## config.mk

```make
export PLATFORM = sky130hd
export DESIGN_NAME = clk_prescaler
export DESIGN_NICKNAME = d
export VERILOG_FILES = /design/src/rtl/clk_prescaler.sv
export SDC_FILE = /design/constraint.sdc
export NUM_CORES = 1
export LEC_CHECK = 0
export ABC_AREA = 1
export BUFFER_PORTS_ARGS = -buffer_cell sky130_fd_sc_hd__buf_4
export CORE_AREA = 10 10 77 79
export DETAILED_ROUTE_END_ITERATION = 12
export DIE_AREA = 0 0 87 89
export GPL_TIMING_DRIVEN = 0
export PLACE_DENSITY = 0.68
export RECOVER_POWER = 25
export SYNTH_ARGS = -nofsm -noshare
export SYNTH_HDL_FRONTEND = slang
export SYNTH_SLANG_ARGS = --single-unit
```

## constraint.sdc

```tcl
create_clock -name CLK -period 2.3 [get_ports CLK]
set_input_delay 0.345 -clock CLK [delete_from_list [all_inputs] [get_ports CLK]]
set_output_delay 0.345 -clock CLK [all_outputs]
set_load 0.01 [all_outputs]
```

## src/rtl/clk_prescaler.sv

```systemverilog
// ----------------------------------------------------------------------------
// clk_prescaler
//   Derives two slow square-wave timing signals and their single-cycle tick
//   strobes from the system clock. Every output is a plain data signal that is
//   registered in the CLK domain; none of them is ever used as a clock.
//
//   Parameters
//     CLK_FREQ_HZ  frequency of CLK
//     F1_HZ        frequency of CLK_1MHz / TICK_1MHz  (DIV1 = CLK_FREQ_HZ/F1_HZ)
//     F2_HZ        frequency of CLK_1Hz  / TICK_1Hz   (DIV2 = F1_HZ/F2_HZ)
//
//   Ports
//     CLK        in   system clock
//     RESET_N    in   synchronous reset, active low
//     EN         in   count enable; 0 freezes both dividers
//     SYNC_CLR   in   synchronous phase restart of both dividers
//     CLK_1MHz   out  ~50% square wave, period DIV1 CLK cycles
//     CLK_1Hz    out  ~50% square wave, period DIV1*DIV2 CLK cycles
//     TICK_1MHz  out  1-cycle strobe in the last cycle of each CLK_1MHz period
//     TICK_1Hz   out  1-cycle strobe in the last cycle of each CLK_1Hz period
// ----------------------------------------------------------------------------
module clk_prescaler #(
   parameter int unsigned CLK_FREQ_HZ = 50_000_000,
   parameter int unsigned F1_HZ       = 1_000_000,
   parameter int unsigned F2_HZ       = 1
) (
   input  logic CLK,
   input  logic RESET_N,
   input  logic EN,
   input  logic SYNC_CLR,
   output logic CLK_1MHz,
   output logic CLK_1Hz,
   output logic TICK_1MHz,
   output logic TICK_1Hz
);

   localparam int unsigned DIV1 = (F1_HZ == 0) ? 0 : CLK_FREQ_HZ / F1_HZ;
   localparam int unsigned DIV2 = (F2_HZ == 0) ? 0 : F1_HZ / F2_HZ;

   // Widths are clamped so an illegal parameter set still reaches the
   // elaboration error below instead of tripping over a zero-width vector.
   localparam int unsigned W1 = (DIV1 < 2) ? 1 : $clog2(DIV1);
   localparam int unsigned W2 = (DIV2 < 2) ? 1 : $clog2(DIV2);

   localparam logic [W1-1:0] LAST1 = W1'(DIV1 - 1);
   localparam logic [W1-1:0] HALF1 = W1'(DIV1 / 2);
   localparam logic [W2-1:0] LAST2 = W2'(DIV2 - 1);
   localparam logic [W2-1:0] HALF2 = W2'(DIV2 / 2);

   if (F1_HZ == 0 || (CLK_FREQ_HZ % F1_HZ) != 0 || DIV1 < 2) begin : g_bad_div1
      $error("clk_prescaler: CLK_FREQ_HZ/F1_HZ must be an exact integer >= 2");
   end

   if (F2_HZ == 0 || (F1_HZ % F2_HZ) != 0 || DIV2 < 2) begin : g_bad_div2
      $error("clk_prescaler: F1_HZ/F2_HZ must be an exact integer >= 2");
   end

   logic [W1-1:0] cnt1;
   logic [W2-1:0] cnt2;
   logic [W1-1:0] cnt1_nxt;
   logic [W2-1:0] cnt2_nxt;
   logic          wrap1;

   // Next-count logic. The output registers below decode these next values so
   // the outputs line up with the counter state without an extra cycle of lag.
   always_comb begin
      cnt1_nxt = cnt1;
      cnt2_nxt = cnt2;
      wrap1    = (cnt1 == LAST1);
      if (EN) begin
         cnt1_nxt = wrap1 ? '0 : cnt1 + W1'(1);
         if (wrap1) begin
            cnt2_nxt = (cnt2 == LAST2) ? '0 : cnt2 + W2'(1);
         end
      end
   end

   always_ff @(posedge CLK) begin
      if (!RESET_N || SYNC_CLR) begin
         cnt1      <= '0;
         cnt2      <= '0;
         CLK_1MHz  <= 1'b0;
         CLK_1Hz   <= 1'b0;
         TICK_1MHz <= 1'b0;
         TICK_1Hz  <= 1'b0;
      end else begin
         cnt1      <= cnt1_nxt;
         cnt2      <= cnt2_nxt;
         CLK_1MHz  <= (cnt1_nxt >= HALF1);
         CLK_1Hz   <= (cnt2_nxt >= HALF2);
         // Gating by EN keeps a frozen divider from repeating its tick while it
         // sits on the last count.
         TICK_1MHz <= EN && (cnt1_nxt == LAST1);
         TICK_1Hz  <= EN && (cnt1_nxt == LAST1) && (cnt2_nxt == LAST2);
      end
   end

endmodule

```

Word-level counts from Yosys, hierarchy flattened

Cells that the tools add are included.

Output and inout port bits: 4
Word-level logic and storage cells: 23
Input port bits: 4
Register bits: 30

Reductions and logical operators: 4
$lt $le $gt $ge: 2
Mux-type cells: 5
Add/subtract/negate cells: 2
Equal/unequal tests: 4

Operators with widths:

| cell                                                                                  | number |
|---|---|
| 20-bit 2-to-1 mux                                                                     | 3 |
| 20-bit equality test, second input constant                                           | 2 |
| 20-bit by 1-bit adder with 20-bit output, second input constant                       | 1 |
| 20-bit by 19-bit greater-or-equal comparator with 1-bit output, second input constant | 1 |
| 6-bit equality test, second input constant                                            | 2 |
| 6-bit 2-to-1 mux                                                                      | 2 |
| 6-bit by 1-bit adder with 6-bit output, second input constant                         | 1 |
| 6-bit by 5-bit greater-or-equal comparator with 1-bit output, second input constant   | 1 |
| 1-bit logical AND                                                                     | 2 |
| 1-bit logical NOT                                                                     | 1 |
| 1-bit logical OR                                                                      | 1 |

Depth between registers and ports, before layout

Depth in word-level cells: 6
Depth in mapped cells: 16
Depth with buffers taken out: 16

Least setup slack after synthesis

OpenSTA, ideal clock, no wires.

Kind: register to register
From: register cnt1[0]
To: register TICK_1Hz
Clock period less this slack: 1776 ps
Required time: 2236 ps
Setup time: 64 ps
Data arrival time: 1712 ps
Slack: 524 ps
Buffers on the path: 0
Cell stages (with the launch flop): 12
Path through: dfxtp_1 -> ha_1 -> inv_1 -> nor2_4 -> nand3_4 -> nor2_8 -> nand3_2 -> xor2_1 -> nand3_1 -> nor2_1 -> nand3_1 -> nor2_1

Word-level cells in the longest chain between the ends: 6
Elaborated cells between the ends (all ways): 10
Classes of those cells: 1 x add/sub; 3 x eq/ne; 4 x mux; 2 x reduce/logical

Ends and longest elaborated chain:

| item                                                                                 | line   | source |
|---|---|---|
| start, declared                                                                      | 58     | `logic [W1-1:0] cnt1;` |
| start signal, assigned                                                               | 87     | `cnt1 <= cnt1_nxt;` |
| 6-bit by 1-bit adder with 6-bit output / 6-bit equality test (equally long branches) | 71, 69 |  |
| 6-bit 2-to-1 mux                                                                     | 71     | `cnt1_nxt = wrap1 ? '0 : cnt1 + W1'(1);` |
| 6-bit 2-to-1 mux                                                                     | 70     | `if (EN) begin` |
| 6-bit equality test                                                                  | 94     | `TICK_1Hz <= EN && (cnt1_nxt == LAST1) && (cnt2_nxt == LAST2);` |
| 1-bit logical AND                                                                    | 94     |  |
| 1-bit logical AND *                                                                  | 94     |  |
| end signal, assigned                                                                 | 94     |  |
| end, declared                                                                        | 34     | `output logic TICK_1Hz` |

Mark *: on every way between the ends. The rest lies on a longest branch, timed or not.
A chain may end at the register's enable or synchronous reset.

Worst setup path in the final report

From: register cnt1[0]
To: register CLK_1Hz

Word-level cells in the longest chain between the ends: 4

Ends and longest elaborated chain:

| item                                                           | line | source |
|---|---|---|
| 6-bit equality test                                            | 69   | `wrap1 = (cnt1 == LAST1);` |
| 20-bit 2-to-1 mux                                              | 72   | `if (wrap1) begin` |
| 20-bit 2-to-1 mux                                              | 70   |  |
| 20-bit by 19-bit greater-or-equal comparator with 1-bit output | 90   | `CLK_1Hz <= (cnt2_nxt >= HALF2);` |
| end signal, assigned                                           | 90   |  |
| end, declared                                                  | 32   | `output logic CLK_1Hz,` |

No other way between the ends.

==> flow_metrics.env <==
export IMPL_pre_cts_ws_ps=214
export IMPL_first_iter_violations=184
export IMPL_setup_viol=0
export IMPL_tightest_slew_ps=577
export IMPL_path_common_cell="nand2_1"
export IMPL_routabilityCongestion=0.914
export IMPL_drive_gt1_share_pct=11.2
export IMPL_p_clk_share_pct=44.8
export IMPL_core_um2=4540
export IMPL_cts_root_buf="clkbuf_8"
export IMPL_area_growth_pct=10.8
export IMPL_maxSlewHeadroom_pct=61.5
export IMPL_grt_start_max_net_pins=11
export IMPL_synth_top_family_by_area="simple AND/OR/NAND/NOR gates"
export IMPL_synthAdderAreaFrac_pct=1.96
export IMPL_routed_via_density=4.89
export IMPL_path_max_fanout=10
export IMPL_finalMaxSlewViolations=0
export IMPL_syn_cell_area_um2=1910
export IMPL_wl_mm=4.58
export IMPL_utilization_pct=46.7
export IMPL_io_buffers=7
export IMPL_skew_ps=8.22
export IMPL_cts_max_level=2
export IMPL_syn_nets=314
export IMPL_p_int_uw=771
export IMPL_final_area_um2=2120
export IMPL_cts_setup_buffers=0
export IMPL_power_leakage_uw=0.000920
export IMPL_clk_pin_slew_ps=60
export IMPL_wl_per_cell_um=12.2
export IMPL_status="completed"
export IMPL_finalCriticalPeriod_ps=2080
export IMPL_ioPinCount=8
export IMPL_period_share_pct=90.6
export IMPL_synth_cell_types=30
export IMPL_hold_class="in2reg"
export IMPL_seqPwrFrac_pct=52.1
export IMPL_die_h_um=89
export IMPL_drc=0
export IMPL_fillers=454
export IMPL_dieArea_um2=7740
export IMPL_synth_edf_count=0
export IMPL_cp_top_family="simple AND/OR/NAND/NOR gates"
export IMPL_numCtsBuffers=5
export IMPL_worstPathArrival_ps=2270
export IMPL_yosys_area_share_simple_pct=48.0
export IMPL_final_cells=376
export IMPL_ys_flop_type="dfxtp_1"
export IMPL_antenna_found_initial=0
export IMPL_clk_path_buf_depth=2
export IMPL_drt_antenna_violating_nets=0
export IMPL_dr_pass1_iters=4
export IMPL_hpwlAfterDp_mm=3.56
export IMPL_max_freq_mhz=480
export IMPL_clock_latency_ps=290
export IMPL_cts_sink_count=30
export IMPL_maxCapViolCount=0
export IMPL_synthMuxAreaShare_pct=0
export IMPL_fin_nets=328
export IMPL_yosys_warnings=0
export IMPL_fp_row_count=25
export IMPL_powerDensity_nw_per_um2=472
export IMPL_ys_seq_area_share_pct=31.4
export IMPL_syn_area_per_cell_um2=6.23
export IMPL_initial_core_util_pct=42.2
export IMPL_fin_ws_ps=217
export IMPL_async_reset_ff_share_pct=0
export IMPL_grt_overflow_total=0
export IMPL_setup_tns_ps=0
export IMPL_slowest_delay_ps=390
export IMPL_switching_share_pct=22.9
export IMPL_die_x_um=87
export IMPL_placed_cell_area_um2=2030
export IMPL_placedCellCount=368
export IMPL_via_count=1838
export IMPL_slowest_stage="dfxtp_1"
export IMPL_grt_pass1_vias=1821
export IMPL_diodes=0
export IMPL_p_switching_uw=230
export IMPL_synthCells=307
export IMPL_cts_tree="yes"
export IMPL_ys_seq_elements=30
export IMPL_grt_pass1_wl_mm=7.98
export IMPL_combPwrFrac_pct=3.0
export IMPL_cp_data_required_time_ps=2480
export IMPL_rsz0062_at_grt="false"
export IMPL_peakVddDrop_mv=0.284
export IMPL_yosys_area_share_xor_xnor_pct=4.12
export IMPL_crit_chain="ha_1 > inv_1 > nor2_4 > nand3_4 > nor2_8 > nand2_1 > xor2_1 > nand2_1 > nor2_1 > nand2_1 > nand3_1 > nand2_1"
export IMPL_crit_type="reg2reg"
export IMPL_crit_path_start_kind="register"
export IMPL_synth_compound_area_share_pct=3.53
export IMPL_hold_violations=0
export IMPL_cts_repair_resized=0
export IMPL_grt_total_usage_pct=13.1
export IMPL_crit_buf_inv=1
export IMPL_worstSetupEndpointType="register"
export IMPL_holdBufCountCts=0
-- synth_stat cells, types with 2 or more instances --
cell type / n / area share, %
xnor2_1: 2 / 0.92
o21ai_0: 2 / 0.52
nand4_1: 5 / 1.6
nand3_2: 4 / 2.1
xor2_1: 7 / 3.2
inv_2: 2 / 0.39
nand2_1: 73 / 14
nor2_2: 4 / 1.3
a21oi_1: 4 / 1.0
nand2_2: 4 / 1.3
clkbuf_1: 2 / 0.39
dfxtp_1: 30 / 31
nand3_1: 28 / 7.3
inv_1: 48 / 9.4
nor2_4: 3 / 1.8
nor3_1: 8 / 2.1
nand3b_1: 2 / 0.79
nor2_1: 65 / 13
ha_1: 3 / 2.0
-- power groups by stage --
stage / clock network, uW / registers [uW] / logic (uW)
finish: 449 / 522 / 30.0
CTS: 463 / 522 / 30.4
global placement: 0 / 533 / 29.9
floorplan: 0 / 533 / 17.9
detailed placement: 0 / 533 / 30.2
global route: 482 / 521 / 34.2
-- cell type report --
class	count	area [um2]	area share [%]
plain buffers	3	15.0	0.709
clock buffers	7	86.3	4.08
clock inverters	1	5.00	0.236
inverters	51	194	9.16
multi-input cells	223	1110	52.5
flip-flops and latches	30	601	28.4
well taps	54	67.6	3.19
repair buffers	7	37.5	1.77
-- state kept, by name, indices dropped and copies added, names as in the netlist --
register,count
CLK_1Hz,1
CLK_1MHz,1
cnt1,6
TICK_1MHz,1
TICK_1Hz,1
cnt2,20
-- cell families (layout without fill, tap and decap cells) --
group                    count (synthesis)  after routing
XOR/XNOR                                 9              9
adder cells (fa/ha/maj)                  3              3
buffers and inverters                   54             69
AO/OA/AOI/OAI                           11             11
AND/OR/NAND/NOR                        200            200
flip-flops                              30             30
-- layer usage --
metal | routed length [um] | share of wire [%] | GRT usage, % | vias to the layer above
li1 | - | - | - | 978
met1 | 2020 | 44 | 14.9 | 815
met2 | 2230 | 49 | 22.2 | 37
met5 | 0 | 0 | 0 | -
met3 | 267 | 5.8 | 3.74 | 8
met4 | 59 | 1.3 | 6.04 | 0
-- final timing paths --
check | from | end | slack, ps | depth (start not counted)
worst max-delay path | cnt1[0] | CLK_1Hz | 220 | 12
worst max register to register | cnt1[0] | CLK_1Hz | 220 | 12
worst min register to register | cnt2[1] | cnt2[1] | 540 | 2
worst min-delay path | SYNC_CLR | CLK_1Hz | 390 | 4
-- cell usage in the layout (no fill, tap or decap) --
| cell type | instances |
|---|---|
| ha_1 | 3 |
| and3_1 | 1 |
| xor2_1 | 6 |
| nor2_1 | 64 |
| xnor2_1 | 2 |
| nand3_1 | 28 |
| dfxtp_1 | 30 |
| xor2_2 | 1 |
| o21bai_1 | 1 |
| clkbuf_1 | 7 |
| nand2_1 | 73 |
| inv_4 | 1 |
| o21ai_0 | 2 |
| clkbuf_8 | 6 |
| nor2_4 | 3 |
| inv_2 | 2 |
| a31o_2 | 1 |
| nor3_1 | 8 |
| clkinv_2 | 1 |
| a21oi_2 | 1 |
| o22ai_1 | 1 |
| a31oi_1 | 1 |
| nand2_2 | 4 |
| nand3b_1 | 2 |
| or2_2 | 1 |
| buf_4 | 4 |
| nand4_1 | 5 |
| nor2_8 | 1 |
| inv_1 | 48 |
| nand3_2 | 4 |
| nand3_4 | 1 |
| a21oi_1 | 4 |
| nor2_2 | 5 |
-- stage by stage --
stage	power, uW	hold WS (ps)
floorplan	551	497
global placement	563	516
global route	1040	428
CTS	1020	368
finish	1000	388
detailed placement	564	533
-- worst min-delay path, stage by stage --
cell	delay, ps
buf_4	70
nor2_1	90
nand2_1	80
nand2_1	40
Power figures use the tool's default switching activity.
